## config.mk

```make
export PLATFORM = sky130hd
export DESIGN_NAME = mips_exec_ctrl
export DESIGN_NICKNAME = d
export VERILOG_FILES = /design/src/rtl/mips_exec_pkg.sv /design/src/rtl/btn_sync_edge.sv /design/src/rtl/mips_exec_ctrl.sv
export SDC_FILE = /design/constraint.sdc
export NUM_CORES = 1
export LEC_CHECK = 0
export BUFFER_PORTS_ARGS = -buffer_cell sky130_fd_sc_hd__buf_2
export CORE_MARGIN = 3
export CORE_UTILIZATION = 46
export DETAILED_ROUTE_END_ITERATION = 10
export PLACE_DENSITY = 0.76
export SETUP_SLACK_MARGIN = 0.2
export SLEW_MARGIN = 5
export SYNTH_ARGS = -nofsm -noshare
export SYNTH_HDL_FRONTEND = slang
export SYNTH_SLANG_ARGS = --single-unit
export TNS_END_PERCENT = 100
```

## constraint.sdc

```tcl
create_clock -name clk -period 2.59 [get_ports clk]
set_input_delay 0.3885 -clock clk [delete_from_list [all_inputs] [get_ports clk]]
set_output_delay 0.3885 -clock clk [all_outputs]
set_load 0.05 [all_outputs]
```

## src/rtl/mips_exec_pkg.sv

```systemverilog
// Shared state encodings for the MIPS run/step/breakpoint sequencer.
package mips_exec_pkg;

    localparam int STATE_W = 2;

    typedef enum logic [STATE_W-1:0] {
        ST_HALT = 2'd0,
        ST_RUN  = 2'd1,
        ST_STEP = 2'd2,
        ST_BRK  = 2'd3
    } exec_state_e;

    // States in which the prescaler runs and the core may be enabled.
    function automatic logic is_active(exec_state_e s);
        return (s == ST_RUN) || (s == ST_STEP);
    endfunction

endpackage

```

## src/rtl/btn_sync_edge.sv

```systemverilog
// Two-flop synchronizer with optional stable-time debounce and a one-clk
// rising-edge pulse on the accepted level.
module btn_sync_edge #(
    parameter bit DEB_EN     = 1'b0,
    parameter int DEB_CYCLES = 1
) (
    input  logic clk,
    input  logic reset,
    input  logic din,
    output logic level,
    output logic rise
);

    logic s1, s2, lvl_now, lvl_q;

    always_ff @(posedge clk) begin
        if (reset) begin
            s1 <= 1'b0;
            s2 <= 1'b0;
        end else begin
            s1 <= din;
            s2 <= s1;
        end
    end

    generate
        if (DEB_EN && DEB_CYCLES > 1) begin : g_deb
            localparam int CW = $clog2(DEB_CYCLES + 1);
            logic [CW-1:0] cnt;
            logic          deb;

            // Any return to the accepted level restarts the stability window.
            always_ff @(posedge clk) begin
                if (reset) begin
                    cnt <= '0;
                    deb <= 1'b0;
                end else if (s2 == deb) begin
                    cnt <= '0;
                end else if (cnt == CW'(DEB_CYCLES - 1)) begin
                    deb <= s2;
                    cnt <= '0;
                end else begin
                    cnt <= cnt + 1'b1;
                end
            end
            assign lvl_now = deb;
        end else begin : g_raw
            assign lvl_now = s2;
        end
    endgenerate

    always_ff @(posedge clk) begin
        if (reset) lvl_q <= 1'b0;
        else       lvl_q <= lvl_now;
    end

    assign level = lvl_now;
    assign rise  = lvl_now & ~lvl_q;

endmodule

```

## src/rtl/mips_exec_ctrl.sv

```systemverilog
// Run/step/breakpoint sequencer for the multi-cycle MIPS core.
// Optional step-button debounce: define MIPS_STEP_DEBOUNCE_EN.
module mips_exec_ctrl
    import mips_exec_pkg::*;
#(
    parameter int DIV        = 50_000_000,
    parameter int ADDR_W     = 32,
    parameter int CNT_W      = 16,
    parameter int DEB_CYCLES = 500_000
) (
    input  logic               clk,
    input  logic               reset,
    input  logic               mode_run,
    input  logic               step_btn,
    input  logic               bp_en,
    input  logic [ADDR_W-1:0]  bp_addr,
    input  logic [ADDR_W-1:0]  pc,
    input  logic               instr_start,
    output logic               cpu_en,
    output logic               halted,
    output logic               bp_hit,
    output logic [STATE_W-1:0] state_o,
    output logic [CNT_W-1:0]   instr_count
);

    localparam int PW = (DIV > 1) ? $clog2(DIV) : 1;

`ifdef MIPS_STEP_DEBOUNCE_EN
    localparam bit STEP_DEB = 1'b1;
`else
    localparam bit STEP_DEB = 1'b0;
`endif

    exec_state_e   state, state_nxt;
    logic [PW-1:0] presc;
    logic          skip, skip_nxt, first, first_nxt, en_nxt;
    logic          mode_lvl, run_rise, step_pulse, step_lvl_unused;
    logic          tick, boundary, bp_match, fetch;

    btn_sync_edge #(.DEB_EN(1'b0), .DEB_CYCLES(1)) u_run_sync (
        .clk(clk), .reset(reset), .din(mode_run),
        .level(mode_lvl), .rise(run_rise)
    );

    btn_sync_edge #(.DEB_EN(STEP_DEB), .DEB_CYCLES(DEB_CYCLES)) u_step_sync (
        .clk(clk), .reset(reset), .din(step_btn),
        .level(step_lvl_unused), .rise(step_pulse)
    );

    assign tick     = is_active(state) && (presc == PW'(DIV - 1));
    assign boundary = tick && instr_start;
    assign bp_match = bp_en && (pc == bp_addr);
    assign fetch    = cpu_en && instr_start;

    always_comb begin
        state_nxt = state;
        en_nxt    = 1'b0;
        first_nxt = first;
        skip_nxt  = skip;
        // The breakpoint skip only covers the instruction that tripped it.
        if (fetch) skip_nxt = 1'b0;
        unique case (state)
            ST_HALT: begin
                if (mode_lvl)        state_nxt = ST_RUN;
                else if (step_pulse) state_nxt = ST_STEP;
            end
            ST_RUN: begin
                if (tick) begin
                    if (boundary && !mode_lvl)               state_nxt = ST_HALT;
                    else if (boundary && bp_match && !skip)  state_nxt = ST_BRK;
                    else                                     en_nxt    = 1'b1;
                end
            end
            ST_STEP: begin
                if (tick) begin
                    if (boundary && first) begin
                        state_nxt = ST_HALT;
                    end else begin
                        en_nxt = 1'b1;
                        if (boundary) first_nxt = 1'b1;
                    end
                end
            end
            ST_BRK: begin
                if (run_rise) begin
                    state_nxt = ST_RUN;
                    skip_nxt  = 1'b1;
                end else if (step_pulse) begin
                    state_nxt = ST_STEP;
                    skip_nxt  = 1'b1;
                end
            end
        endcase
        if (state_nxt == ST_STEP && state != ST_STEP) first_nxt = 1'b0;
    end

    always_ff @(posedge clk) begin
        if (reset) begin
            state       <= ST_HALT;
            presc       <= '0;
            skip        <= 1'b0;
            first       <= 1'b0;
            cpu_en      <= 1'b0;
            halted      <= 1'b1;
            bp_hit      <= 1'b0;
            instr_count <= '0;
        end else begin
            state  <= state_nxt;
            skip   <= skip_nxt;
            first  <= first_nxt;
            cpu_en <= en_nxt;
            halted <= (state_nxt == ST_HALT) || (state_nxt == ST_BRK);
            bp_hit <= (state_nxt == ST_BRK);
            // Held at zero outside RUN/STEP, so every entry starts a fresh period.
            if (!is_active(state) || tick) presc <= '0;
            else                           presc <= presc + 1'b1;
            if (fetch) instr_count <= instr_count + 1'b1;
        end
    end

    assign state_o = state;

endmodule

```

**Word-level counts from Yosys, hierarchy flattened**

Index checks and enable logic that the tools add are counted.

- Input bits: 70
- Latch bits: 0
- Memory bits (read-only): 0
- Word-level logic and storage cells: 68
- Output and inout bits: 21
- Register bits: 55
- Memories: 0
- RAM bits: 0

- Multiply operators: 0
- Bitwise logic cells: 5
- Divide/modulo/power cells: 0
- Order comparisons: 0
- Shift operators: 0
- Reductions and logical operators: 20
- $add $sub $neg: 2
- Equality and inequality tests: 8
- Muxes and demuxes: 19

Operators with widths:

| operator | number |
|---|---|
| $eq 32x32->1 | 1 |
| $add 26x1->26 const B | 1 |
| $eq 26x26->1 const B | 1 |
| $add 16x1->16 const B | 1 |
| $mux 2 | 8 |
| $logic_and 1x1->1 | 9 |
| $mux 1 | 9 |
| $eq 2x2->1 const B | 4 |
| $pmux 2 s4 | 1 |
| $logic_not 2->1 | 2 |
| $reduce_and 4->1 | 1 |
| $reduce_or 2->1 | 2 |
| $logic_not 1->1 | 3 |
| $logic_or 1x1->1 | 3 |
| $not 1->1 | 3 |
| $and 1x1->1 | 2 |
| $eq 2x1->1 const B | 1 |
| $ne 2x2->1 const B | 1 |
| $pmux 1 s2 | 1 |

**Logic depth before layout (Yosys ltp)**

Gate-level depths: netlist of run 1.

- Word-level depth: 13
- Gate-level depth with buffers: 11
- Gate-level depth less buffers: 11

**Hierarchy**

A second synthesis of run 1 with hierarchy kept.

- Cells, all modules: 333
- Area total of the unflattened synthesis: 2895.3 µm²

By module, submodules not included:

| module | sequential area each (µm²) | area each (µm²) | instances | cells each |
|---|---|---|---|---|
| mips_exec_ctrl | 980.9 | 2720.1 | 1 | 319 |
| btn_sync_edge | 60.1 | 87.6 | 2 | 7 |

**Worst setup path after synthesis of run 1**

Ideal clock, no wire load.

- Path kind: register to register
- Start: reg state[0], in the netlist state_o[0]
- End: reg first
- Arrival: 2.430 ns
- Setup time: 0.132 ns
- Path buffers: 0
- Required time: 2.458 ns
- Path slack: 0.027 ns
- Period minus slack after synthesis: 2.563 ns
- Stages on the path, launching flop included: 12
- Cells stage by stage: dfxtp_1 inv_1 ha_1 nand2_1 nor4_1 nand4_1 a21boi_0 o21a_1 ha_1 inv_1 o21ai_0 a21oi_1

- Cells in the longest elaborated chain, start to end: 13
- Elaborated cells between the ends (all ways): 26
- Those cells by class: eq/ne: 5; mux: 9; bitwise: 1; reduce/logical: 11

Ends and longest elaborated chain:

| what | line | source |
|---|---|---|
| from (decl) | mips_exec_ctrl.sv:34 | `exec_state_e state, state_nxt;` |
| from (signal assigned) | mips_exec_ctrl.sv:108 | `state <= state_nxt;` |
| $eq 2x1->1 / $eq 2x2->1 (equally long branches) | mips_exec_pkg.sv:15, mips_exec_ctrl.sv:62 |  |
| $logic_or 1x1->1 | mips_exec_pkg.sv:15 | `return (s == ST_RUN) \|\| (s == ST_STEP);` |
| $logic_and 1x1->1 | mips_exec_ctrl.sv:50 | `assign tick = is_active(state) && (presc == PW'(DIV - 1));` |
| $logic_and 1x1->1 | mips_exec_ctrl.sv:51 | `assign boundary = tick && instr_start;` |
| $logic_and 1x1->1 (2 in series) | mips_exec_ctrl.sv:70 | `else if (boundary && bp_match && !skip) state_nxt = ST_BRK;` |
| $mux 2 | mips_exec_ctrl.sv:70 |  |
| $mux 2 | mips_exec_ctrl.sv:69 | `if (boundary && !mode_lvl) state_nxt = ST_HALT;` |
| $mux 2 | mips_exec_ctrl.sv:68 | `if (tick) begin` |
| $pmux 2 s4 (*) | mips_exec_ctrl.sv:62 | `unique case (state)` |
| named net state_nxt[1] | mips_exec_ctrl.sv:34 |  |
| $eq 2x2->1 (*) | mips_exec_ctrl.sv:94 | `if (state_nxt == ST_STEP && state != ST_STEP) first_nxt = 1'b0;` |
| $logic_and 1x1->1 (*) | mips_exec_ctrl.sv:94 |  |
| $reduce_or 2->1 (no line) (*) | n/a |  |
| to (signal assigned) | mips_exec_ctrl.sv:110 | `first <= first_nxt;` |
| to (decl) | mips_exec_ctrl.sv:36 | `logic skip, skip_nxt, first, first_nxt, en_nxt;` |

The timed path passes the listed nets; every way through them passes the cells marked *.
A chain may end at the register's enable or synchronous reset.

**Worst setup path after layout of run 1**

- Start: reg presc[16]
- End: reg first

- Cells in the longest elaborated chain, start to end: 12
- Elaborated cells between the ends (all ways): 18
- Those cells by class: eq/ne: 2; mux: 6; bitwise: 1; reduce/logical: 9

Ends and longest elaborated chain:

| what | line | source |
|---|---|---|
| from (decl) | mips_exec_ctrl.sv:35 | `logic [PW-1:0] presc;` |
| from (signal assigned) | mips_exec_ctrl.sv:116 | `else presc <= presc + 1'b1;` |
| $eq 26x26->1 (*) | mips_exec_ctrl.sv:50 |  |
| $logic_and 1x1->1 (*) | mips_exec_ctrl.sv:50 |  |
| $logic_and 1x1->1 | mips_exec_ctrl.sv:51 |  |
| $logic_and 1x1->1 (2 in series) | mips_exec_ctrl.sv:70 |  |
| $mux 2 | mips_exec_ctrl.sv:70 |  |
| $mux 2 | mips_exec_ctrl.sv:69 |  |
| $mux 2 | mips_exec_ctrl.sv:68 |  |
| $pmux 2 s4 | mips_exec_ctrl.sv:62 |  |
| $eq 2x2->1 | mips_exec_ctrl.sv:94 |  |
| $logic_and 1x1->1 | mips_exec_ctrl.sv:94 |  |
| $reduce_or 2->1 (no line) | n/a |  |

Every way passes the cells marked *; elsewhere a longest branch is shown, timed or not.

==> results.sh, run 1 <==
export IMPL_critPathKind="flip-flop to flip-flop"
export IMPL_clk_latency_ps=310
export IMPL_maxUsedRoutingLayer="met4"
export IMPL_ant_nets=0
export IMPL_h_tree_depth=2
export IMPL_cts_root_buf="clkbuf_8"
export IMPL_n_fill_cell=486
export IMPL_synth_edff_count=0
export IMPL_place_inst=484
export IMPL_r2r_end="first$_SDFFE_PP0P_"
export IMPL_synth_cells=321
export IMPL_yosys_area_top_type="dfxtp_1"
export IMPL_vias_per_cell=5.048
export IMPL_core_area_um2=5709
export IMPL_io_buffers=90
export IMPL_ctsHoldBuffers=0
export IMPL_tns_ps=0
export IMPL_fin_area_um2=3642
export IMPL_p_leak_nw=1.450
export IMPL_netlist_area_um2=2813
export IMPL_max_freq_mhz=403.9
export IMPL_synth_avg_cell_area_um2=8.762
export IMPL_clock_path_buffers=2
export IMPL_drive_above_1_share_pct=32.63
export IMPL_wl_per_cell_um=13.50
export IMPL_setup_viol=0
export IMPL_gp_congestion=0.9201
export IMPL_crit_top_cell="or3_4"
export IMPL_synth_area_top_cells="dfxtp_1, xnor2_1, nor2_1"
export IMPL_finalCritPeriodShare_pct=95.59
export IMPL_num_vias=2529
export IMPL_async_flop_share_pct=0
export IMPL_rows=27
export IMPL_finalMaxSlewViolations=0
export IMPL_met3_length_um=160
export IMPL_min_period_ps=2476
export IMPL_grt_usage_pct=18.87
export IMPL_dieWidth_um=84.20
export IMPL_status="complete, no violations"
export IMPL_drt_drc_violations_left=0
export IMPL_antennaDiodeCount=0
export IMPL_synthToLayoutAreaGrowth_pct=29.49
export IMPL_fin_ws_ps=114.1
export IMPL_postPlaceCellArea_um2=3412
export IMPL_rrSetupSlack_ps=110
export IMPL_routed_wirelength_mm=6.766
export IMPL_rr_worst_depth=10
export IMPL_ys_warnings_count=0
export IMPL_worstPathRequired_ps=2780
export IMPL_cpPeakStageDelay_ps=420
export IMPL_cts_buffers=5
export IMPL_io_pins=91
export IMPL_synth_top_area_share_pct=39.15
export IMPL_dr_pass1_iters=4
export IMPL_tightestPinTransition_ps=429.1
export IMPL_min_to="u_run_sync.s1$_SDFF_PP0_"
export IMPL_hold_start="mode_run"
export IMPL_ir_drop_v=0.0003541
export IMPL_cts_tree="built"
export IMPL_finalNonFillerCells=501
export IMPL_floorplan_initialDensity_pct=49.27
export IMPL_antenna_found_initial=0
export IMPL_wl_met1_mm=3.063
export IMPL_rsz0062_at_grt="true"
export IMPL_dieArea_um2=7089
export IMPL_relSlewSlack_pct=71.32
export IMPL_grt_pass1_vias=2517
export IMPL_yosys_register_bits=55
export IMPL_maxCapViolCount=0
export IMPL_cp_arrival_ps=2670
export IMPL_critical_path_cell_chain="nor4_4 -> nand4_2 -> or3_4 -> o31a_1 -> or3_4 -> nand3_2 -> ha_1 -> inv_1 -> o21ai_1 -> a21oi_1"
export IMPL_fin_nets=506
export IMPL_cellPowerDensity_nw_per_um2=451.0
export IMPL_synth_top_flop_cell="dfxtp_1"
export IMPL_place_ws_ps=46.28
export IMPL_r2r_start="presc[16]$_SDFF_PP0_"
export IMPL_yosysUniqueCellTypes=35
export IMPL_endpoint_kind="flip-flop"
export IMPL_grt_first_pass_wirelength_mm=11.14
export IMPL_slowest_stage="or3_4"
export IMPL_overflow=0
export IMPL_holdPathStages=2
export IMPL_clock_skew_ps=9.045
export IMPL_grt_max_degree=27
export IMPL_hpwl_mm=5.123
export IMPL_cts_sinks=55
export IMPL_cp_max_fo=4
export IMPL_startpoint_type="flip-flop"
export IMPL_seq_area_frac_synth_pct=39.15
export IMPL_clk_pin_slew_ps=100
export IMPL_drt_iter0_drc=102
export IMPL_hold_violations=0
export IMPL_synth_fp_nets=399
export IMPL_die_h_um=84.20
export IMPL_hold_path_class="primary input to flip-flop"
export IMPL_dr_wl_met2_mm=3.473
==> report_power, final <==
part	leakage (nW)	internal (mW)	switching [mW]
sequential	0.450	0.858	0.0101
combinational	0.954	0.137	0.154
clock	0.0461	0.196	0.288
total	1.45	1.19	0.452
==> per-layer routing <==
metal	global-route usage (%)	vias to the layer above
li1	-	1297
met1	23.97	1191
met2	33.07	33
met3	3.729	8
met4	4.094	0
met5	0	-
==> what timing repair did <==
action                                  in CTS  in global routing
buffers inserted                             4                  5
pin swaps                                    4                 10
endpoints found under the setup margin       3                  3
resized for setup                           12                  8
==> metrics by stage <==
stage                     power [mW]  util [%]  hold slack, ps
after floorplan                1.043         -           413.8
after global placement         1.143     59.76           420.1
after detailed placement       1.150     59.76           427.6
after CTS                      1.638     62.37           286.8
after global routing           1.723     63.80           308.0
final                          1.643     63.80           290.7
==> worst max-delay path by stage <==
| stage | endpoint | cells past startpoint | start | slack [ps] |
|---|---|---|---|---|
| 2_1_floorplan | first$_SDFFE_PP0P_ | 11 | presc[0]$_SDFF_PP0_ | 200 |
| 3_3_place_gp | first$_SDFFE_PP0P_ | 11 | presc[0]$_SDFF_PP0_ | 120 |
| 3_5_place_dp | first$_SDFFE_PP0P_ | 11 | presc[0]$_SDFF_PP0_ | 50 |
| 4_1_cts | halted$_SDFF_PP1_ | 8 | presc[10]$_SDFF_PP0_ | 180 |
| 5_1_grt | first$_SDFFE_PP0P_ | 10 | presc[16]$_SDFF_PP0_ | 20 |
| 6_report | first$_SDFFE_PP0P_ | 10 | presc[16]$_SDFF_PP0_ | 110 |
==> final cells by class <==
| cell class | count | area (um2) | area share, % |
|---|---|---|---|
| multi-input combinational | 251 | 1720 | 47.23 |
| sequential | 55 | 1119 | 30.71 |
| timing repair buffer | 107 | 590.6 | 16.21 |
| tap | 72 | 90.09 | 2.473 |
| clock buffer | 5 | 68.82 | 1.889 |
| inverter | 8 | 30.03 | 0.8245 |
| clock inverter | 3 | 23.77 | 0.6527 |
==> synth_stat cells (all sizes together) (2+ instances only) <==
library cell / count
nor2b: 9
o21ai: 6
a21boi: 2
and3: 8
or3: 5
xnor2: 48
o21a: 2
nor2: 49
nand2b: 2
nor4b: 2
and2: 3
and4: 6
nor3: 3
dfxtp: 55
clkbuf: 7
xor2: 21
nand4: 20
nor4: 4
a21oi: 4
ha: 8
nand2: 23
inv: 8
nand3: 18
==> worst max-delay path: cells and delay by family, from the launching register on <==
kind / cells / cell delay [ps]
buffers and inverters: 1 / 30
adders and majority gates: 1 / 140
DFF: 1 / 370
AOI/OAI and AO/OA: 3 / 490
and+or+nand+nor: 5 / 1330
==> logic make-up (layout without fill, tap and decap cells) <==
logic type / after synthesis / count (layout) / synth area share, %
simple gates: 154 / 154 / 29.05
xor+xnor: 69 / 69 / 21.49
flops: 55 / 55 / 39.15
compound gates: 20 / 20 / 4.760
buf+inv: 15 / 123 / 2.002
fa+ha+maj: 8 / 8 / 3.559
==> state kept, by name (all words and copies together), names as in the netlist <==
signal and count:
presc 26, instr_count 16, state_o 2, u_run_sync.lvl_q 1, u_step_sync.lvl_q 1, u_run_sync.s1 1
cpu_en 1, bp_hit 1, skip 1, u_step_sync.s1 1, halted 1, u_step_sync.level 1
u_run_sync.level 1, first 1
==> layout by cell type, fill, tap and decap left out, drive strengths merged <==
cell type / count
clkbuf: 5
o211a: 1
clkinvlp: 1
nor3: 3
a22oi: 1
nand2: 23
and4: 6
a21o: 1
inv: 9
nand4: 20
dfxtp: 55
nor2b: 9
nand3: 18
nor4b: 2
and4bb: 1
o21a: 2
xnor2: 48
xor2: 21
o21ai: 6
ha: 8
buf: 107
and3: 8
clkinv: 1
a21oi: 4
o2111a: 1
or3: 5
nand2b: 2
nand3b: 1
a21boi: 2
o31a: 1
nor4: 4
nor2: 49
o41ai: 1
and2: 3
No activity file was read; power rests on OpenSTA's default activity.
==> inputs of run 2 (changes only) <==
- GPL_TIMING_DRIVEN: default -> 0
==> results.sh, run 2 (synthesized netlist as in run 1, its figures left out) <==
export IMPL_cp_max_fo=4
export IMPL_grt_first_pass_wirelength_mm=10.88
export IMPL_clk_latency_ps=310
export IMPL_cts_tree="built"
export IMPL_critPathKind="flip-flop to flip-flop"
export IMPL_multiInputGateArea_um2=1708
export IMPL_totalPowerFinal_mw=1.597
export IMPL_drt_drc_violations_left=0
export IMPL_ir_drop_v=0.0003559
export IMPL_relSlewSlack_pct=55.35
export IMPL_num_vias=2503
export IMPL_tns_ps=0
export IMPL_place_inst=482
export IMPL_hold_path_class="primary input to flip-flop"
export IMPL_cellPowerDensity_nw_per_um2=450.8
export IMPL_layout_area_seq_um2=1116
export IMPL_ant_nets=0
export IMPL_clock_path_buffers=2
export IMPL_gp_congestion=0.8301
export IMPL_cts_sinks=55
export IMPL_clk_pin_slew_ps=100
export IMPL_p_leak_nw=1.403
export IMPL_regMostFlops="presc"
export IMPL_path_buf_inv=1
export IMPL_fin_nets=500
export IMPL_grt_usage_pct=18.26
export IMPL_vias_per_cell=5.057
export IMPL_cts_root_buf="clkbuf_8"
export IMPL_fin_area_um2=3542
export IMPL_setup_viol=0
export IMPL_critical_path_top_delay_family="simple AND/OR/NAND/NOR gates"
export IMPL_floorplan_initialDensity_pct=49.27
export IMPL_layout_common_cells="buf_2, nor2_1, xnor2_1"
export IMPL_drive_above_1_share_pct=29.55
export IMPL_finalNonFillerCells=495
export IMPL_drt_iter0_drc=77
export IMPL_startpoint_type="flip-flop"
export IMPL_critical_path_cell_chain="nor4_4 -> nand4_2 -> or3_4 -> o31a_1 -> or3_4 -> nand3_1 -> ha_1 -> inv_1 -> o21ai_1 -> a21oi_1"
export IMPL_mostFrequentLayoutCell="buf_2"
export IMPL_finalMaxSlewViolations=0
export IMPL_place_ws_ps=-13.68
export IMPL_hold_violations=0
export IMPL_io_pins=91
export IMPL_largest_reg_flops=26
export IMPL_grt_max_degree=18
export IMPL_rsz0062_at_grt="true"
export IMPL_h_tree_depth=2
export IMPL_finalCritPeriodShare_pct=94.00
export IMPL_endpoint_kind="flip-flop"
export IMPL_status="complete, no violations"
export IMPL_core_area_um2=5709
export IMPL_tightestPinTransition_ps=664.3
export IMPL_synthToLayoutAreaGrowth_pct=25.93
export IMPL_clock_skew_ps=8.258
export IMPL_cp_arrival_ps=2620
export IMPL_hold_ws_ps=290.3
export IMPL_slowest_stage="or3_4"
export IMPL_rows=27
export IMPL_fin_ws_ps=155.4
export IMPL_worstPathRequired_ps=2780
export IMPL_hpwl_mm=5.056
export IMPL_dr_pass1_iters=4
export IMPL_max_freq_mhz=410.7
export IMPL_cts_buffers=5
export IMPL_crit_top_cell="or3_4"
export IMPL_dieArea_um2=7089
export IMPL_min_period_ps=2435
export IMPL_dieWidth_um=84.20
export IMPL_cpPeakStageDelay_ps=400
export IMPL_antennaDiodeCount=0
export IMPL_grt_pass1_vias=2420
export IMPL_die_h_um=84.20
export IMPL_fin_util_pct=62.04
export IMPL_postPlaceCellArea_um2=3361
export IMPL_antenna_found_initial=0
export IMPL_io_buffers=89
export IMPL_routed_wirelength_mm=6.536
export IMPL_maxCapViolCount=0
export IMPL_overflow=0
export IMPL_wl_per_cell_um=13.20
export IMPL_n_fill_cell=506
## run 2: timing repair
action | 4_1_cts | 5_1_grt
hold buffers | 0 | 0
gates resized for setup | 15 | 4
setup endpoints to repair | 3 | 7
pin swaps | 4 | 4
setup buffers | 5 | 0
gates cloned | 0 | 0
## run 2: routing by layer
metal / GRT usage (%) / wire length [um] / share of wire (%) / vias to the layer above
li1: - / - / - / 1294
met1: 24.07 / 3026 / 46 / 1171
met2: 31.78 / 3300 / 50 / 33
met3: 2.846 / 166 / 2.5 / 5
met4: 3.509 / 44 / 0.67 / 0
met5: 0 / 0 / 0 / -
## run 2: area by class of cell
cell class	count	area share, %
Sequential cell	55	31.51
Multi-Input combinational cell	251	48.22
Tap cell	72	2.543
Clock inverter	3	0.5652
Clock buffer	5	1.943
Buffer	7	0.7418
Inverter	8	0.8478
Timing Repair Buffer	94	13.63
## run 2: power breakdown
| part | switching, mW | leakage, nW | total (mW) | internal (mW) |
|---|---|---|---|---|
| Clock | 0.280 | 0.0402 | 0.469 | 0.189 |
| Sequential | 0.0103 | 0.450 | 0.869 | 0.858 |
| Combinational | 0.138 | 0.913 | 0.259 | 0.122 |
## run 2: final timing paths
check | startpoint | endpoint | slack, ps | cells past startpoint
worst max register to register | presc[16]$_SDFF_PP0_ | first$_SDFFE_PP0P_ | 160 | 10
worst min-delay path | mode_run | u_run_sync.s1$_SDFF_PP0_ | 290 | 2
worst max-delay path | presc[16]$_SDFF_PP0_ | first$_SDFFE_PP0P_ | 160 | 10
worst min register to register | u_run_sync.s1$_SDFF_PP0_ | u_run_sync.level$_SDFF_PP0_ | 450 | 1
